### config.mk
export PLATFORM = sky130hd
export DESIGN_NAME = q2_lcd_keypad_io
export DESIGN_NICKNAME = d
export VERILOG_FILES = /design/src/rtl/q2_lcd_keypad_io.sv
export SDC_FILE = /design/constraint.sdc
export NUM_CORES = 1
export LEC_CHECK = 0
export CORE_MARGIN = 3
export CORE_UTILIZATION = 52
export CTS_CLUSTER_DIAMETER = 30
export DETAILED_ROUTE_END_ITERATION = 8
export PLACE_DENSITY = 0.88
export SYNTH_ARGS = -nofsm -noshare
export SYNTH_HDL_FRONTEND = slang
export SYNTH_SLANG_ARGS = --single-unit
### constraint.sdc
create_clock -name i_clk -period 2.8 [get_ports i_clk]
set_input_delay 0.42 -clock i_clk [delete_from_list [all_inputs] [get_ports i_clk]]
set_output_delay 0.42 -clock i_clk [all_outputs]
set_load 0.02 [all_outputs]
### src/rtl/q2_lcd_keypad_io.sv
// q2 memory-mapped I/O at address 0xFFF.
// Writes are queued as HD44780 transfers (character, set-address, clear) and
// played out by a sequencer that also runs the power-on init. Reads return the
// debounced, active-low keypad state.
module q2_lcd_keypad_io #(
    parameter int FIFO_DEPTH = 8,
    parameter int POR_WAIT   = 1500,
    parameter int SHORT_WAIT = 4,
    parameter int LONG_WAIT  = 165,
    parameter int E_CYCLES   = 1,
    parameter int DEBOUNCE   = 320
) (
    input  logic        i_clk,
    input  logic        i_rst,
    input  logic [11:0] i_abus,
    input  logic [11:0] i_dbus_in,
    output logic [11:0] o_dbus_out,
    output logic        o_dbus_oe,
    input  logic        i_wrm,
    input  logic        i_rdm,
    input  logic [11:0] i_key_n,
    output logic        o_lcd_rs,
    output logic        o_lcd_e,
    output logic [7:0]  o_lcd_d,
    output logic        o_lcd_ready,
    output logic        o_fifo_full,
    output logic [2:0]  o_state
);

    localparam int AW = $clog2(FIFO_DEPTH);
    localparam int DW = $clog2(DEBOUNCE + 1);
    localparam logic [15:0] POR_LIM   = 16'(POR_WAIT - 1);
    localparam logic [15:0] SHORT_LIM = 16'(SHORT_WAIT - 1);
    localparam logic [15:0] LONG_LIM  = 16'(LONG_WAIT - 1);
    localparam logic [15:0] E_LIM     = 16'(E_CYCLES - 1);
    localparam logic [DW-1:0] DIV_LIM = DW'(DEBOUNCE - 1);
    localparam logic [AW:0] FULL_CNT  = (AW + 1)'(FIFO_DEPTH);
    localparam logic [12:0] IO_ADDR   = 13'h0FFF;

    // Sequencer states; INIT loads the next fixed command, IDLE pops the FIFO.
    typedef enum logic [2:0] {
        S_POR   = 3'd0,
        S_INIT  = 3'd1,
        S_IDLE  = 3'd2,
        S_SETUP = 3'd3,
        S_PULSE = 3'd4,
        S_HOLD  = 3'd5,
        S_WAIT  = 3'd6
    } state_t;

    // Bus decode and write-strobe edge detect
    logic          r_wrm_q;
    logic          w_sel;
    logic          w_wr_edge;
    logic          w_cmd_valid;
    logic [8:0]    w_cmd;
    logic          w_unused_bits;

    // FIFO
    logic [8:0]    r_mem [FIFO_DEPTH];
    logic [AW-1:0] r_wptr;
    logic [AW-1:0] r_rptr;
    logic [AW:0]   r_count;
    logic [AW:0]   w_count_next;
    logic          r_full;
    logic          w_push;
    logic          w_pop;
    logic          w_empty;

    // Sequencer
    state_t        r_state;
    state_t        w_next_state;
    logic [15:0]   r_cnt;
    logic [15:0]   w_next_cnt;
    logic [2:0]    r_step;
    logic [2:0]    w_next_step;
    logic          r_in_init;
    logic          w_next_in_init;
    logic          r_rs;
    logic          w_next_rs;
    logic [7:0]    r_d;
    logic [7:0]    w_next_d;
    logic [7:0]    w_init_cmd;
    logic [15:0]   w_wait_lim;

    // Keypad
    logic [11:0]   r_sync1;
    logic [11:0]   r_sync2;
    logic [DW-1:0] r_div;
    logic [11:0]   r_samp;
    logic [11:0]   r_key;
    logic [11:0]   w_agree;

    assign w_sel         = ({1'b0, i_abus} == IO_ADDR);
    assign w_wr_edge     = i_wrm & ~r_wrm_q & w_sel;
    assign w_unused_bits = ^i_dbus_in[11:9];

    // Remember the previous write strobe so each CPU write pushes only once
    always_ff @(posedge i_clk) begin
        if (i_rst) begin
            r_wrm_q <= 1'b0;
        end else begin
            r_wrm_q <= i_wrm;
        end
    end

    // Translate CPU write data into an LCD transfer {rs, d}
    always_comb begin
        w_cmd_valid = 1'b0;
        w_cmd       = 9'h000;
        if (!i_dbus_in[8]) begin
            w_cmd_valid = 1'b1;
            if ((i_dbus_in[7:0] < 8'h20) || (i_dbus_in[7:0] > 8'h7E)) begin
                w_cmd = {1'b1, 8'h3F};
            end else begin
                w_cmd = {1'b1, i_dbus_in[7:0]};
            end
        end else if (i_dbus_in[7]) begin
            w_cmd_valid = 1'b1;
            w_cmd       = {1'b0, 1'b1, i_dbus_in[6:0]};
        end else if (i_dbus_in[0]) begin
            w_cmd_valid = 1'b1;
            w_cmd       = {1'b0, 8'h01};
        end
    end

    // A push while full is dropped even if a pop happens in the same cycle
    assign w_empty = (r_count == '0);
    assign w_push  = w_wr_edge & w_cmd_valid & ~r_full;
    assign w_pop   = (r_state == S_IDLE) & ~w_empty;

    // Next FIFO occupancy
    always_comb begin
        w_count_next = r_count;
        case ({w_push, w_pop})
            2'b10:   w_count_next = r_count + (AW + 1)'(1);
            2'b01:   w_count_next = r_count - (AW + 1)'(1);
            default: w_count_next = r_count;
        endcase
    end

    // FIFO pointers, occupancy and registered full flag
    always_ff @(posedge i_clk) begin
        if (i_rst) begin
            r_wptr  <= '0;
            r_rptr  <= '0;
            r_count <= '0;
            r_full  <= 1'b0;
        end else begin
            if (w_push) begin
                r_wptr <= r_wptr + AW'(1);
            end
            if (w_pop) begin
                r_rptr <= r_rptr + AW'(1);
            end
            r_count <= w_count_next;
            r_full  <= (w_count_next == FULL_CNT);
        end
    end

    // FIFO storage; contents are don't-care until written
    always_ff @(posedge i_clk) begin
        if (w_push) begin
            r_mem[r_wptr] <= w_cmd;
        end
    end

    // Fixed HD44780 8-bit init: function set x3, display on, entry mode, clear
    always_comb begin
        case (r_step)
            3'd0, 3'd1, 3'd2: w_init_cmd = 8'h38;
            3'd3:             w_init_cmd = 8'h0C;
            3'd4:             w_init_cmd = 8'h06;
            default:          w_init_cmd = 8'h01;
        endcase
    end

    // Clear needs the long settle time, everything else the short one
    assign w_wait_lim = ({r_rs, r_d} == 9'h001) ? LONG_LIM : SHORT_LIM;

    // Sequencer next-state logic
    always_comb begin
        w_next_state   = r_state;
        w_next_cnt     = r_cnt;
        w_next_step    = r_step;
        w_next_in_init = r_in_init;
        w_next_rs      = r_rs;
        w_next_d       = r_d;
        case (r_state)
            S_POR: begin
                if (r_cnt == POR_LIM) begin
                    w_next_state   = S_INIT;
                    w_next_cnt     = '0;
                    w_next_step    = '0;
                    w_next_in_init = 1'b1;
                end else begin
                    w_next_cnt = r_cnt + 16'd1;
                end
            end
            S_INIT: begin
                w_next_rs    = 1'b0;
                w_next_d     = w_init_cmd;
                w_next_state = S_SETUP;
            end
            S_IDLE: begin
                if (!w_empty) begin
                    {w_next_rs, w_next_d} = r_mem[r_rptr];
                    w_next_state          = S_SETUP;
                end
            end
            S_SETUP: begin
                w_next_state = S_PULSE;
                w_next_cnt   = '0;
            end
            S_PULSE: begin
                if (r_cnt == E_LIM) begin
                    w_next_state = S_HOLD;
                    w_next_cnt   = '0;
                end else begin
                    w_next_cnt = r_cnt + 16'd1;
                end
            end
            S_HOLD: begin
                w_next_state = S_WAIT;
                w_next_cnt   = '0;
            end
            S_WAIT: begin
                if (r_cnt == w_wait_lim) begin
                    w_next_cnt = '0;
                    if (r_in_init) begin
                        if (r_step == 3'd5) begin
                            w_next_state   = S_IDLE;
                            w_next_in_init = 1'b0;
                        end else begin
                            w_next_step  = r_step + 3'd1;
                            w_next_state = S_INIT;
                        end
                    end else begin
                        w_next_state = S_IDLE;
                    end
                end else begin
                    w_next_cnt = r_cnt + 16'd1;
                end
            end
            default: begin
                w_next_state = S_POR;
                w_next_cnt   = '0;
            end
        endcase
    end

    // Sequencer registers; reset aborts any transfer and restarts the POR wait
    always_ff @(posedge i_clk) begin
        if (i_rst) begin
            r_state   <= S_POR;
            r_cnt     <= '0;
            r_step    <= '0;
            r_in_init <= 1'b0;
            r_rs      <= 1'b0;
            r_d       <= 8'h00;
        end else begin
            r_state   <= w_next_state;
            r_cnt     <= w_next_cnt;
            r_step    <= w_next_step;
            r_in_init <= w_next_in_init;
            r_rs      <= w_next_rs;
            r_d       <= w_next_d;
        end
    end

    // Keypad bits change only when two consecutive samples agree
    assign w_agree = ~(r_samp ^ r_sync2);

    // Synchronise, sample every DEBOUNCE cycles, and filter the keypad
    always_ff @(posedge i_clk) begin
        if (i_rst) begin
            r_sync1 <= 12'hFFF;
            r_sync2 <= 12'hFFF;
            r_div   <= '0;
            r_samp  <= 12'hFFF;
            r_key   <= 12'hFFF;
        end else begin
            r_sync1 <= i_key_n;
            r_sync2 <= r_sync1;
            if (r_div == DIV_LIM) begin
                r_div  <= '0;
                r_samp <= r_sync2;
                r_key  <= (r_key & ~w_agree) | (r_sync2 & w_agree);
            end else begin
                r_div <= r_div + DW'(1);
            end
        end
    end

    assign o_dbus_oe   = i_rdm & w_sel;
    assign o_dbus_out  = r_key;
    assign o_lcd_e     = (r_state == S_PULSE);
    assign o_lcd_rs    = r_rs;
    assign o_lcd_d     = r_d;
    assign o_lcd_ready = (r_state == S_IDLE) & w_empty;
    assign o_fifo_full = r_full;
    assign o_state     = r_state;

endmodule

Yosys cells after proc, flatten, opt, wreduce, memory -nomap -nowiden
Memory sizes are Yosys's and may differ from the RTL's. A register that Yosys moved wholly into a read port is not among the register bits.
Index checks and enable logic that the tools add are counted.
{"block": "classes", "addsub": 7, "magnitude_cmp": 2, "eq_ne": 25, "n_mux": 39, "bitwise_logic": 16, "n_reduce_logical": 14}
{"operator": "$pmux 16 s4", "n": 1}
{"operator": "$mux 16", "n": 3}
{"operator": "$mux 3", "n": 11}
{"operator": "$mux 8", "n": 4}
{"operator": "$and 12x12->12", "n": 2}
{"operator": "$not 12->12", "n": 2}
{"operator": "$pmux 3 s7", "n": 1}
{"operator": "$pmux 6 s3", "n": 1}
{"operator": "$add 16x1->16 const B", "n": 1}
{"operator": "$eq 16x11->1 const B", "n": 1}
{"operator": "$eq 16x8->1", "n": 1}
{"operator": "$logic_not 16->1", "n": 1}
{"operator": "$pmux 8 s2", "n": 1}
{"operator": "$eq 3x3->1 const B", "n": 5}
{"operator": "$eq 12x12->1 const B", "n": 1}
{"operator": "$eq 3x2->1 const B", "n": 4}
{"operator": "$or 12x12->12", "n": 1}
{"operator": "$xor 12x12->12", "n": 1}
{"operator": "$mux 1", "n": 11}
{"operator": "$ne 2x2->1 const B", "n": 5}
{"operator": "$add 3x1->3 const B", "n": 3}
{"operator": "$add 9x1->9 const B", "n": 1}
{"operator": "$eq 9x1->1 const B", "n": 1}
{"operator": "$eq 9x9->1 const B", "n": 1}
{"operator": "26 further kinds", "n": 39}
{"block": "totals", "ff_bits": 101, "ramBits": 72, "out_inout_bits": 28, "elab_cells": 120, "memories": 1}
{"memory": "r_mem", "words": 8, "word_bits": 9, "read_ports": 1, "rd_ports_with_merged_regs": 1, "wr": 1, "line_no": "60", "rtl": "logic [8:0] r_mem [FIFO_DEPTH];"}

Depth between registers and ports, before layout
{"block": "logic_depth", "ltp_word": 8, "depth_mapped": 13, "mapped_depth_nobuf": 11}

Worst setup path after synthesis
Ideal clock, no wire load.
{"block": "synth_timing", "path_kind": "reg2reg", "startpoint": "register r_state[1], in the netlist o_state[1]", "endpoint": "register r_full, in the netlist o_fifo_full", "setup_time_ns": 0.116, "arrival_time_ns": 2.667, "slack_ns": 0.018, "stages_incl_launch_ff": 13, "n_path_buf": 2, "cell_sequence": "dfxtp_1 -> buf_2 -> inv_1 -> nor4_2 -> ha_1 -> clkbuf_1 -> xor2_1 -> ha_1 -> a21oi_1 -> xor2_1 -> nor2_1 -> xnor2_1 -> and3_1"}
{"block": "synth_via", "elab_chain_len": 5, "elab_cells_between_ends": 6, "cone_classes": "eq/ne: 4; mux: 1; bitwise: 1"}
{"element": "start: declaration", "line_no": "71", "rtl": "state_t r_state;"}
{"element": "start signal: assignment", "line_no": "262", "rtl": "r_state <= w_next_state;"}
{"element": "$eq 3x2->1 (*)", "line_no": "130", "rtl": "assign w_pop = (r_state == S_IDLE) & ~w_empty;"}
{"element": "$and 1x1->1 (*)", "line_no": "130"}
{"element": "$eq 2x1->1 / $eq 2x2->1 (equally long branches)", "line_no": "135", "rtl": "case ({w_push, w_pop})"}
{"element": "$pmux 4 s2 (*)", "line_no": "135"}
{"element": "$eq 4x4->1 (*)", "line_no": "157", "rtl": "r_full <= (w_count_next == FULL_CNT);"}
{"element": "end signal: assignment", "line_no": "157"}
{"element": "end: declaration", "line_no": "65", "rtl": "logic r_full;"}
Mark *: on every way between the ends. The rest lies on a longest branch, timed or not.
A chain may end at the register's enable or synchronous reset.

Final worst setup path
{"block": "layout_timing", "startpoint": "register r_state[2], in the netlist o_state[2]", "endpoint": "output o_lcd_e"}
{"block": "layout_via", "elab_chain_len": 1}
{"element": "$eq 3x3->1", "line_no": "297", "rtl": "assign o_lcd_e = (r_state == S_PULSE);"}
{"element": "end: declaration", "line_no": "23", "rtl": "output logic o_lcd_e,"}
No other way between the ends.

==> flow_summary.ini <==
[drt]
drt_iter0_drc = 403
postRouteAntennaNets = 0
post-route-drc-count = 0
route.vias.total = 5199
vias_per_instance = 5.770
totalWireLength_microns = 15290
drt-pass1-iter-count = 5
routed_length_per_instance_microns = 16.97

[power_and_ir_drop]
leakage_nw = 3.125
peakVddDrop_mv = 0.4888
power_per_cell_area_nw_per_um2 = 590.3
report.power.total_mw = 5.248

[cells_and_area]
fillers = 987
finalNonFillerCells = 901
post_route_cells_drive_above_1_share = 0.1600
num_antenna_cells = 0
area.growth.synth_to_final_pct = 20.22
final_nets = 765

[global_route]
grt_start_max_net_pins = 58
grtUsageTotal = 0.2026
antenna_violations_before_repair = 0
globalRoute.totalOverflow = 0
number_of_global_route_vias_before_repair = 5310
grt_first_pass_wirelength_microns = 25510

[cts]
cts_htree_levels = 4
clkSinkCount = 176
tritoncts.num_buffers = 17
clk_root_buffer_cell = clkbuf_16
worstSkewPairLatency_ps = 430
clk_path_buf_depth = 2
cts.repair.resized = 0
cts_setup_buffers = 0
cts.hold.buffers_added = 0
clk_pin_slew_worst_paths_ps = 60
clock_tree_from_tritoncts = built

[floorplan]
io_pins = 68
coreArea_sq_um = 13560
initial_core_util = 0.5455
row_count = 42
chipWidth_microns = 125.3
die_height_microns = 125.3
floorplan.die_area_sq_um = 15690

[synthesis]
synth_fp_nets = 694
syn_inst = 641
synth_top_area_cell = edfxtp_1
synthDistinctLibCells = 55
netlist_top_cells_area = edfxtp_1 29%, dfxtp_1 28%, mux4_2 5.5%
synth_seq_area_share = 0.5738
ys_ff_latch = 176
yosys_most_used_dff = dfxtp_1
top_area_cell_type_share_of_the_netlist_area = 0.2923
number_of_enable_type_register_cells_in_the_synthesized_netlist = 72
syn_area_per_cell_sq_um = 11.54
yosys_warnings = 0
syn-cell-area_sq_um = 7396
postSynth.asyncResetShare = 0

[placement]
port_buffers = 64
dpl.cell_count = 869
place_hpwl_microns = 10330
gp_routability_congestion = 0.8884

[setup_path]
worst_path_largest_cell_delay_ps = 670
reg2reg_to = o_fifo_full
buffers_and_inverters_on_the_worst_path = 2
cpLargestDelayFamily = buffers and inverters
crit_chain = inv_1 -> nor3_1 -> clkdlybuf4s50_1
critPathKind = reg2out
crit_arrival_ps = 2170
cp_slowest_cell = clkdlybuf4s50_1
critPathRequiredTime_ps = 2380
cp_max_fo = 9
worst_setup_path_start_kind = flop
cp-end-kind = output pin
worst-r2r-setup-slack_ps = 330
timing.reg2reg.worst_path_depth = 11
worstReg2RegStart = r_count[0]

[timing]
clock_skew_ps = 8.639
setup_viol = 0
report.final.slew_viol_count = 0
post-route-period-util = 0.9241
max_slew.worst_pin.slew_ps = 754.1
fmaxAchievable_mhz = 386.5
hold_viol = 0
timing.final.crit_period_ps = 2588
rsz0062_at_grt = no
timing.max_slew.rel_slack = 0.4926

[min_path]
hp-start = r_sync1[3]
worst_hold_path_type = reg2reg
hold-path-cell-count = 1
hold_path_end = r_sync2[3]

[job]
drv.max_cap_violation_count = 0

[outcome]
outcome = completed
-- cells by family after synthesis --
| kind of cell | share of synthesized area |
|---|---|
| and+or+nand+nor | 0.1687 |
| DFF | 0.5738 |
| AOI/OAI and AO/OA | 0.1056 |
| buffers and inverters | 0.02927 |
| muxes | 0.07579 |
| xor gates and xnor gates | 0.02487 |
| adders and majority gates | 0.02199 |
-- state kept, by name, indices dropped and copies added, names as in the netlist, named ones only --
signal,cells
r_mem,72
r_cnt,16
r_samp,12
r_sync1,12
r_sync2,12
r_div,9
o_lcd_d,8
r_count,4
o_state,3
r_rptr,3
r_step,3
r_wptr,3
o_fifo_full,1
o_lcd_rs,1
r_in_init,1
r_wrm_q,1
-- synthesized netlist by cell type (8+ instances only) --
library cell,instances
dfxtp_1,104
edfxtp_1,72
a21oi_1,46
nor2_1,44
or2_2,27
nand2_1,26
clkbuf_1,23
nor3_1,22
mux4_2,18
nand3_1,18
nand2b_1,17
nor2b_1,16
nor4_1,15
xor2_1,15
buf_2,14
a211o_1,13
ha_1,13
inv_1,13
o21ai_0,13
o21bai_1,13
mux2i_1,11
nand4_1,9
and3_1,8
-- layout make-up --
class	instances	area [sq um]	area share
flip-flops and latches	176	4244	0.4773
multi-input cells	413	2942	0.3308
repair buffers	91	838.3	0.09429
clock buffers	20	467.9	0.05263
well taps	176	220.2	0.02477
clock inverters	12	130.1	0.01464
inverters	13	48.80	0.005488
-- worst max path at each step --
stage                       startpoint           to  slack (ps)  cells past startpoint
after CTS                   o_state[2]      o_lcd_e         200                      3
final                       o_state[2]      o_lcd_e         210                      3
after floorplan             o_state[1]  o_fifo_full          20                     12
after global placement           i_wrm  o_fifo_full          30                     12
after global routing        o_state[2]      o_lcd_e          90                      3
after detailed placement  i_dbus_in[8]  o_fifo_full        -150                     12
-- through the flow --
| stage | utilization | cell area (sq um) | TNS, ps | hold WS, ps | setup slack (ps) |
|---|---|---|---|---|---|
| floorplan | - | 7396 | 0 | 389.5 | 17.88 |
| global placement | 0.6117 | 8293 | 0 | 392.2 | 26.40 |
| detailed placement | 0.6117 | 8293 | -211.4 | 395.4 | -153.2 |
| CTS | 0.6558 | 8891 | 0 | 411.1 | 204.1 |
| global route | 0.6558 | 8891 | 0 | 422.8 | 88.96 |
| finish | 0.6558 | 8891 | 0 | 410.4 | 212.4 |
-- placed cells by master, fill, tap and decap left out, types with 5 or more instances in the layout --
| cell | count |
|---|---|
| xor2_1 | 15 |
| nand2b_1 | 17 |
| mux2i_1 | 11 |
| mux4_2 | 18 |
| nor3_1 | 22 |
| clkdlybuf4s50_1 | 63 |
| nand3_1 | 18 |
| nand2_1 | 26 |
| and2_1 | 5 |
| o31ai_1 | 5 |
| nor3b_1 | 7 |
| or2_2 | 27 |
| o21ai_0 | 13 |
| inv_1 | 14 |
| a211o_1 | 13 |
| clkbuf_16 | 18 |
| nor2b_1 | 16 |
| buf_4 | 27 |
| o21bai_1 | 13 |
| ha_1 | 13 |
| and3_1 | 8 |
| dfxtp_1 | 104 |
| a21oi_1 | 46 |
| nor4_1 | 15 |
| edfxtp_1 | 72 |
| nor2_1 | 44 |
| xnor2_1 | 6 |
| nand4_1 | 9 |
| a22oi_1 | 5 |
-- per-layer routing --
layer / up-vias / part of all wire / global-route usage
li1: 2500 / - / -
met5: - / 0 / 0
met4: 0 / 0.020 / 0.08227
met3: 27 / 0.051 / 0.05757
met1: 2511 / 0.41 / 0.2399
met2: 161 / 0.52 / 0.3486
-- worst register-to-register path, stage by stage, from the launching register on --
cell and delay, ps:
dfxtp_1 470, nor4_1 100, buf_4 150, nor4_2 260, buf_4 230, ha_1 210, xor2_1 190, a22oi_1 90
a21oi_1 250, xnor2_1 160, nor2_1 60, and3_1 180
-- where the power goes --
part           switching (mW)  total, mW  internal [mW]
Clock                   0.985       2.38           1.39
Sequential             0.0162       2.71           2.70
Combinational          0.0739      0.156         0.0823
Total                    1.08       5.25           4.17
Power figures use the tool's default switching activity.
